## config.mk

```make
export PLATFORM = sky130hd
export DESIGN_NAME = mod_demux_flat
export DESIGN_NICKNAME = d
export VERILOG_FILES = /design/src/rtl/mod_demux_pkg.sv /design/src/rtl/mod_demux_if.sv /design/src/rtl/mod_demux_slot.sv /design/src/rtl/mod_demux.sv /design/src/flat_wrapper.sv
export SDC_FILE = /design/constraint.sdc
export NUM_CORES = 1
export LEC_CHECK = 0
export BUFFER_PORTS_ARGS = -buffer_cell sky130_fd_sc_hd__buf_2
export CAP_MARGIN = 20
export CORE_MARGIN = 2
export CORE_UTILIZATION = 46
export DETAILED_ROUTE_END_ITERATION = 10
export GPL_ROUTABILITY_DRIVEN = 0
export PLACE_DENSITY = 0.72
export RECOVER_POWER = 100
export SYNTH_ARGS = -nofsm -noshare
export SYNTH_HDL_FRONTEND = slang
export SYNTH_SLANG_ARGS = --single-unit
```

## constraint.sdc

```tcl
create_clock -name clk -period 1.5 [get_ports clk]
set_input_delay 0.15 -clock clk [delete_from_list [all_inputs] [get_ports clk]]
set_output_delay 0.15 -clock clk [all_outputs]
set_load 0.05 [all_outputs]
```

## src/rtl/mod_demux_pkg.sv

```systemverilog
// Constants shared by the 8:1 word mux and the 1:8 demux, plus the select-folding helper.
// MOD_DEMUX_BCAST_EN (optional) adds a broadcast input port to mod_demux.
package mod_demux_pkg;

    localparam int NUM_CH    = 8;
    localparam int SEL_W     = 3;
    localparam int DEF_W     = 3;
    localparam int DEF_CNT_W = 16;

    // Any select value that is not a clean 0..7 routes to channel 0, matching the mux default arm.
    function automatic logic [SEL_W-1:0] sel_fold(input logic [SEL_W-1:0] s);
        logic [SEL_W-1:0] r;
        case (s)
            3'd0: r = 3'd0;
            3'd1: r = 3'd1;
            3'd2: r = 3'd2;
            3'd3: r = 3'd3;
            3'd4: r = 3'd4;
            3'd5: r = 3'd5;
            3'd6: r = 3'd6;
            3'd7: r = 3'd7;
            default: r = 3'd0;
        endcase
        return r;
    endfunction

endpackage

```

## src/rtl/mod_demux_if.sv

```systemverilog
// Producer-side and consumer-side handshake bundle for mod_demux.
// master drives D/S/in_valid/out_ready; slave (the demux) drives in_ready/Y/out_valid.
interface mod_demux_if #(
    parameter int W = 3
);
    import mod_demux_pkg::*;

    logic [W-1:0]        D;
    logic                S2;
    logic                S1;
    logic                S0;
    logic                in_valid;
    logic                in_ready;
    logic [NUM_CH*W-1:0] Y;
    logic [NUM_CH-1:0]   out_valid;
    logic [NUM_CH-1:0]   out_ready;

    modport master (
        output D, S2, S1, S0, in_valid, out_ready,
        input  in_ready, Y, out_valid
    );

    modport slave (
        input  D, S2, S1, S0, in_valid, out_ready,
        output in_ready, Y, out_valid
    );

endinterface

```

## src/rtl/mod_demux_slot.sv

```systemverilog
// One-entry channel holding register: load wins over drain, so load+drain keeps valid high.
// Latency 1 cycle load->vld; dat is frozen whenever no load occurs.
module mod_demux_slot #(
    parameter int W = 3
) (
    input  logic         clk,
    input  logic         rst_n,
    input  logic         load,
    input  logic         drain,
    input  logic [W-1:0] d,
    output logic         vld,
    output logic [W-1:0] dat
);

    always_ff @(posedge clk or negedge rst_n) begin
        if (!rst_n) begin
            vld <= 1'b0;
            dat <= '0;
        end else if (load) begin
            vld <= 1'b1;
            dat <= d;
        end else if (drain) begin
            vld <= 1'b0;
        end
    end

endmodule

```

## src/rtl/mod_demux.sv

```systemverilog
// Registered 1-to-8 demux: one word per accept routed to channel {S2,S1,S0}, 1-cycle latency.
// in_ready is combinational from the selected slot only, so a stalled channel never blocks others.
// MOD_DEMUX_BCAST_EN adds port bcast, which loads all eight slots and needs all of them free.
module mod_demux
    import mod_demux_pkg::*;
#(
    parameter int W     = DEF_W,
    parameter int CNT_W = DEF_CNT_W
) (
    input  logic             clk,
    input  logic             rst_n,
`ifdef MOD_DEMUX_BCAST_EN
    input  logic             bcast,
`endif
    mod_demux_if.slave       bus,
    output logic [CNT_W-1:0] acc_cnt
);

    logic [SEL_W-1:0]  sel;
    logic [NUM_CH-1:0] slot_vld;
    logic [NUM_CH-1:0] slot_free;
    logic [NUM_CH-1:0] load;
    logic              bc;
    logic              accept;

`ifdef MOD_DEMUX_BCAST_EN
    assign bc = bcast;
`else
    assign bc = 1'b0;
`endif

    assign sel       = sel_fold({bus.S2, bus.S1, bus.S0});
    // A slot can take a word if it is empty or is being emptied this same cycle.
    assign slot_free = ~slot_vld | bus.out_ready;

    assign bus.in_ready  = bc ? (&slot_free) : slot_free[sel];
    assign accept        = bus.in_valid & bus.in_ready;
    assign bus.out_valid = slot_vld;

    for (genvar i = 0; i < NUM_CH; i++) begin : g_slot
        assign load[i] = accept & (bc | (sel == SEL_W'(i)));

        mod_demux_slot #(
            .W (W)
        ) u_slot (
            .clk   (clk),
            .rst_n (rst_n),
            .load  (load[i]),
            .drain (bus.out_ready[i]),
            .d     (bus.D),
            .vld   (slot_vld[i]),
            .dat   (bus.Y[i*W +: W])
        );
    end

    always_ff @(posedge clk or negedge rst_n) begin
        if (!rst_n) begin
            acc_cnt <= '0;
        end else if (accept) begin
            acc_cnt <= acc_cnt + CNT_W'(1);
        end
    end

endmodule

```

## src/flat_wrapper.sv

```systemverilog
// flat-port wrapper written by rule: the top's interface ports become plain ports
module mod_demux_flat import mod_demux_pkg::*;
#(
    parameter int W     = DEF_W,
    parameter int CNT_W = DEF_CNT_W
)
  (clk, rst_n, acc_cnt, bus_D, bus_S2, bus_S1, bus_S0, bus_in_valid, bus_out_ready, bus_in_ready, bus_Y, bus_out_valid);
  mod_demux_if #(.W(W)) bus_i ();
  input  logic clk;
  input  logic rst_n;
  output logic [CNT_W-1:0] acc_cnt;
  input wire logic [$bits(bus_i.D)-1:0] bus_D;
  input wire logic [$bits(bus_i.S2)-1:0] bus_S2;
  input wire logic [$bits(bus_i.S1)-1:0] bus_S1;
  input wire logic [$bits(bus_i.S0)-1:0] bus_S0;
  input wire logic [$bits(bus_i.in_valid)-1:0] bus_in_valid;
  input wire logic [$bits(bus_i.out_ready)-1:0] bus_out_ready;
  output wire logic [$bits(bus_i.in_ready)-1:0] bus_in_ready;
  output wire logic [$bits(bus_i.Y)-1:0] bus_Y;
  output wire logic [$bits(bus_i.out_valid)-1:0] bus_out_valid;
  assign bus_i.D = bus_D;
  assign bus_i.S2 = bus_S2;
  assign bus_i.S1 = bus_S1;
  assign bus_i.S0 = bus_S0;
  assign bus_i.in_valid = bus_in_valid;
  assign bus_i.out_ready = bus_out_ready;
  assign bus_in_ready = bus_i.in_ready;
  assign bus_Y = bus_i.Y;
  assign bus_out_valid = bus_i.out_valid;
  mod_demux #(.W(W), .CNT_W(CNT_W)) u_core (.clk(clk), .rst_n(rst_n), .bus(bus_i), .acc_cnt(acc_cnt));
endmodule
```

After elaboration in Yosys (flattened, before gate mapping)
Memories as Yosys holds them, arrays and structs flattened.
Index checks and enable logic that the tools add are counted.
{"block": "word_totals", "wordCells": 65, "input_bits": 17, "mem_bits_ro": 24, "output_inout_bits": 49, "mem_count": 1, "register_bits": 48}
{"block": "op_classes", "n_addsub": 1, "n_bitwise": 11, "n_reduce_logical": 9, "n_mux": 18, "magnitude_cmp": 1, "eq_ne": 7}
{"memory": "(name not given)", "depth": 8, "width": 3, "read_ports": 1, "rd_ports_with_merged_regs": 0, "write_ports": 0, "line": "mod_demux_pkg.sv:13", "source": "case (s)"}
{"op": "1-bit 2-to-1 mux", "count": 17}
{"op": "16-bit by 1-bit adder with 16-bit output, second input constant", "count": 1}
{"op": "2-bit nonzero test", "count": 8}
{"op": "3-bit == test, second input constant", "count": 4}
{"op": "1-bit bitwise AND", "count": 9}
{"op": "8-bit inverter", "count": 1}
{"op": "8-bit bitwise OR", "count": 1}
{"op": "3-bit by 2-bit == test with 1-bit output, second input constant", "count": 2}
{"op": "3-bit by 4-bit less-than comparator with 1-bit output, second input constant", "count": 1}
{"op": "1-bit binary-select mux with 3-bit select", "count": 1}
{"op": "3-bit by 1-bit == test with 1-bit output, second input constant", "count": 1}
{"op": "3-bit zero test", "count": 1}

Longest topological paths before layout
{"block": "depth", "ltp_word": 7, "mapped_depth": 6, "depth_no_buf": 5}

Hierarchy
A second synthesis with hierarchy kept.
{"block": "hier_totals", "hier_cells": 169, "hier_area_um2": 2268.4}
{"module": "mod_demux_slot", "seq_area_each_um2": 100.1, "instances": 8, "area_per_inst_um2": 146.4, "cells_each": 9}
{"module": "mod_demux", "seq_area_each_um2": 400.4, "instances": 1, "area_per_inst_um2": 1097.3, "cells_each": 97}

Worst setup path after synthesis
Ideal clock, no wire load.
{"block": "synth_path", "path_type": "reg-to-reg", "start": "reg u_core.acc_cnt[7]", "end": "reg u_core.acc_cnt[14]", "setup_ps": 82, "synth_period_minus_slack_ps": 1718, "n_path_buf": 0, "required_ps": 1418, "slack_ps": -218, "path_stages_with_launch": 6, "t_arrival_ps": 1636, "path_cell_list": "dfrtp_1 > and3_1 > and3_1 > nand3_1 > a211oi_1 > xor2_1"}
{"block": "synth_via", "elab_chain_cells": 1}
{"element": "start, declared", "line": "mod_demux.sv:16", "source": "output logic [CNT_W-1:0] acc_cnt"}
{"element": "start signal, assigned", "line": "mod_demux.sv:60", "source": "acc_cnt <= acc_cnt + CNT_W'(1);"}
{"element": "16-bit by 1-bit adder with 16-bit output", "line": "mod_demux.sv:60"}
Every way passes these cells.
A chain may end at the register's enable or synchronous reset.

Worst setup path after layout
{"block": "layout_path", "start": "reg u_core.g_slot[1].u_slot.vld", "end": "out bus_in_ready"}
{"block": "layout_via", "elab_chain_cells": 4}
{"element": "start, declared", "line": "mod_demux_slot.sv:11", "source": "output logic vld,"}
{"element": "start signal, assigned", "line": "mod_demux_slot.sv:17", "source": "vld <= 1'b0;"}
{"element": "start signal, assigned", "line": "mod_demux_slot.sv:20", "source": "vld <= 1'b1;"}
{"element": "start signal, assigned", "line": "mod_demux_slot.sv:23", "source": "vld <= 1'b0;"}
{"element": "8-bit inverter", "line": "mod_demux.sv:34", "source": "assign slot_free = ~slot_vld | bus.out_ready;"}
{"element": "8-bit bitwise OR", "line": "mod_demux.sv:34"}
{"element": "1-bit binary-select mux with 3-bit select", "line": "mod_demux.sv:36", "source": "assign bus.in_ready = bc ? (&slot_free) : slot_free[sel];"}
{"element": "1-bit 2-to-1 mux (implied by the code)", "line": "mod_demux.sv:36"}
{"element": "end, declared", "line": "flat_wrapper.sv:18", "source": "output wire logic [$bits(bus_i.in_ready)-1:0] bus_in_ready;"}
Every way passes these cells. The select of a mux whose other input is x is not followed.

==> impl_metrics.py <==
metrics = {
    "outcome": {
        "outcome": "finished with violations",
        "violations": "setup timing",
    },
    "die": {
        "die_w_um": 73.7,
        "initial_core_util_pct": 47.7,
        "die_area_um2": 5430,
        "core_area_um2": 4690,
        "rows": 25,
        "ioPinCount": 66,
        "die_height_um": 73.7,
    },
    "cts": {
        "tritoncts": "done",
        "cts_root_buffer": "clkbuf_8",
        "htreeDepth": 2,
        "clkSinkCount": 48,
        "cts_max_path_buffers": 2,
        "insertion_delay_ns": 0.30,
        "clk_pin_slew_ns": 0.09,
        "cts_buffers": 5,
    },
    "global_routing": {
        "grt_first_pass_wirelength_um": 8310,
        "grt_usage_pct": 20.4,
        "antenna_found_initial": 0,
        "grt-ovfl-total": 0,
        "grt_max_degree": 29,
        "grt_pass1_vias": 1778,
    },
    "timing": {
        "finalHoldViolations": 0,
        "finalSetupViolCount": 30,
        "period_minus_slack_ns": 1.83,
        "clock_skew_ns": 0.00751,
        "setup_ws_ns": -0.327,
        "max_freq_ghz": 0.547,
        "worst_slew_pin_slew_ns": 0.609,
        "rsz0062_at_grt": "yes",
        "final_max_slew_viol_count": 0,
        "slew_headroom_pct": 59.6,
        "period_share_pct": 122,
        "holdWs_ns": 0.131,
    },
    "route": {
        "wl_met3_um": 345,
        "ant_nets": 0,
        "routed_wl_um": 5350,
        "dr.pass1.iters": 4,
        "via_per_inst": 5.32,
        "drt_iter0_drc": 74,
        "drc": 0,
        "drt-met1-wl_um": 2070,
        "highest_layer": "met4",
        "wl_per_cell_um": 15.9,
        "route.met2.wl_um": 2850,
        "vias": 1793,
    },
    "synth": {
        "ys_seq_area_share_pct": 53.7,
        "syn_nets": 195,
        "synth_cell_type_count": 36,
        "syn_area_per_cell_um2": 12.6,
        "syn_area_um2": 2240,
        "synth_seq_cells": 48,
        "ys_warn_count": 0,
        "netlist_instances": 177,
    },
    "finish": {
        "final_nets": 301,
        "ff_latch_area_um2": 1210,
        "multi_input_area_um2": 1160,
        "drive_gt1_share_pct": 60.1,
        "layout_commonest_cell": "buf_2",
        "final_cells": 337,
        "layout_common_cells": "buf_2 (52), dfrtp_1 (38), buf_4 (31)",
        "fillerInstances": 346,
        "n_antenna_cell": 0,
        "syn2layout_area_growth_pct": 44.4,
    },
    "worst_setup_path": {
        "crit_type": "reg2out",
        "setup.worst_path.end_class": "primary output",
        "cp.required_ns": 1.35,
        "start_kind": "flop",
        "crit_arrival_ns": 1.68,
        "worst-path-max-fanout": 3,
    },
    "power_and_ir_drop": {
        "p_leak_nw": 1.57,
        "max-vdd-ir-drop_uv": 804,
        "powerDensity_nw_per_um2": 1350,
    },
    "placed_design": {
        "io_buffers": 65,
        "place_ws_ns": -0.235,
        "dp.cells": 311,
        "dpl.hpwl_um": 3580,
    },
    "run": {
        "drv_cap": 0,
    },
    "worst_hold_path": {
        "min_path_type": "in2reg",
    },
}
==> cell families after synthesis <==
| logic type | Yosys count | share of synthesized area (%) |
|---|---|---|
| AO/OA/AOI/OAI | 18 | 6.99 |
| XOR/XNOR | 15 | 5.88 |
| adder cells (fa/ha/maj) | 1 | 0.560 |
| buffers and inverters | 16 | 4.42 |
| flip-flops | 48 | 53.7 |
| multiplexers | 26 | 13.8 |
| AND/OR/NAND/NOR | 53 | 14.7 |
==> critical path, stage by stage, from the launching register on <==
cell and delay [ns]:
dfrtp_1 0.36, nand2b_1 0.10, mux4_2 0.52, nand2b_4 0.11, buf_6 0.11, nand2_4 0.04
buf_8 0.14
==> sequential cells by signal, indices dropped and copies added, names as in the netlist <==
name and count:
u_core.acc_cnt 16, u_core.g_slot.u_slot.dat 24, u_core.g_slot.u_slot.vld 8
==> metal layers <==
layer,up-vias,global-route usage [%]
met5,-,0
met3,11,6.31
met1,908,22.9
met2,54,36.4
met4,0,6.46
li1,820,-
==> worst paths after layout <==
check                                                    to                         from  slack [ns]  cells after the start
worst min register to register           u_core.acc_cnt[11]           u_core.acc_cnt[11]        0.49                      1
min in group asynchronous       u_core.g_slot[0].u_slot.vld                        rst_n        0.36                      2
max in group asynchronous                 u_core.acc_cnt[1]                        rst_n        0.29                      3
worst min-delay path            u_core.g_slot[6].u_slot.vld             bus_out_ready[6]        0.13                      3
worst max-delay path                           bus_in_ready  u_core.g_slot[1].u_slot.vld       -0.33                      6
worst max register to register           u_core.acc_cnt[15]  u_core.g_slot[1].u_slot.vld       -0.30                      7
==> per-stage QoR <==
stage / setup TNS, ns / util [%] / cell area [um^2] / total power [W]
after CTS: -4.13 / 67.4 / 3160 / 0.00436
after global routing: -7.19 / 68.8 / 3230 / 0.00457
after global placement: -2.04 / 59.9 / 2810 / 0.00351
final: -4.75 / 68.8 / 3230 / 0.00437
after floorplan: -0.987 / - / 2290 / 0.00305
after detailed placement: -2.85 / 59.9 / 2810 / 0.00354
==> power by group <==
group | internal [W] | switching, W
clock network | 0.000316 | 0.000422
registers | 0.00156 | 0.000177
logic | 0.000577 | 0.00132
==> final cells by class <==
type / instances / share of cell area (%)
inverter: 5 / 0.581
sequential: 48 / 37.6
clock inverter: 2 / 0.387
tap: 54 / 2.09
multi-input combinational: 113 / 35.8
timing repair buffer: 110 / 21.4
clock buffer: 5 / 2.13
==> timing repair <==
action / in CTS / in global routing
buffers inserted: 14 / 7
pin swaps: 10 / 10
hold endpoints to repair: 20 / 0
hold buffers: 1 / 0
endpoints found under the setup margin: 27 / 32
resized for setup: 35 / 13
==> cell usage after synthesis, drive strengths merged <==
| master | count | area share (%) |
|---|---|---|
| a211oi | 6 | 2.0 |
| a21bo | 1 | 0.45 |
| a21o | 3 | 1.0 |
| a21oi | 3 | 0.67 |
| a311oi | 1 | 0.67 |
| a31oi | 2 | 1.2 |
| a32oi | 1 | 0.73 |
| and3 | 3 | 0.84 |
| and4bb | 1 | 0.56 |
| buf | 11 | 3.6 |
| dfrtp | 48 | 54 |
| ha | 1 | 0.56 |
| inv | 5 | 0.84 |
| mux2 | 25 | 13 |
| mux4 | 1 | 1.0 |
| nand2 | 15 | 2.5 |
| nand2b | 7 | 2.0 |
| nand3 | 7 | 2.0 |
| nand4 | 4 | 1.1 |
| nand4b | 2 | 0.78 |
| nor2 | 6 | 1.1 |
| nor2b | 2 | 0.56 |
| nor3 | 2 | 0.67 |
| nor3b | 2 | 1.4 |
| nor4b | 1 | 0.67 |
| nor4bb | 1 | 0.45 |
| o21ai | 1 | 0.22 |
| xnor2 | 2 | 0.78 |
| xor2 | 13 | 5.1 |
No activity file was read; power rests on OpenSTA's default activity.
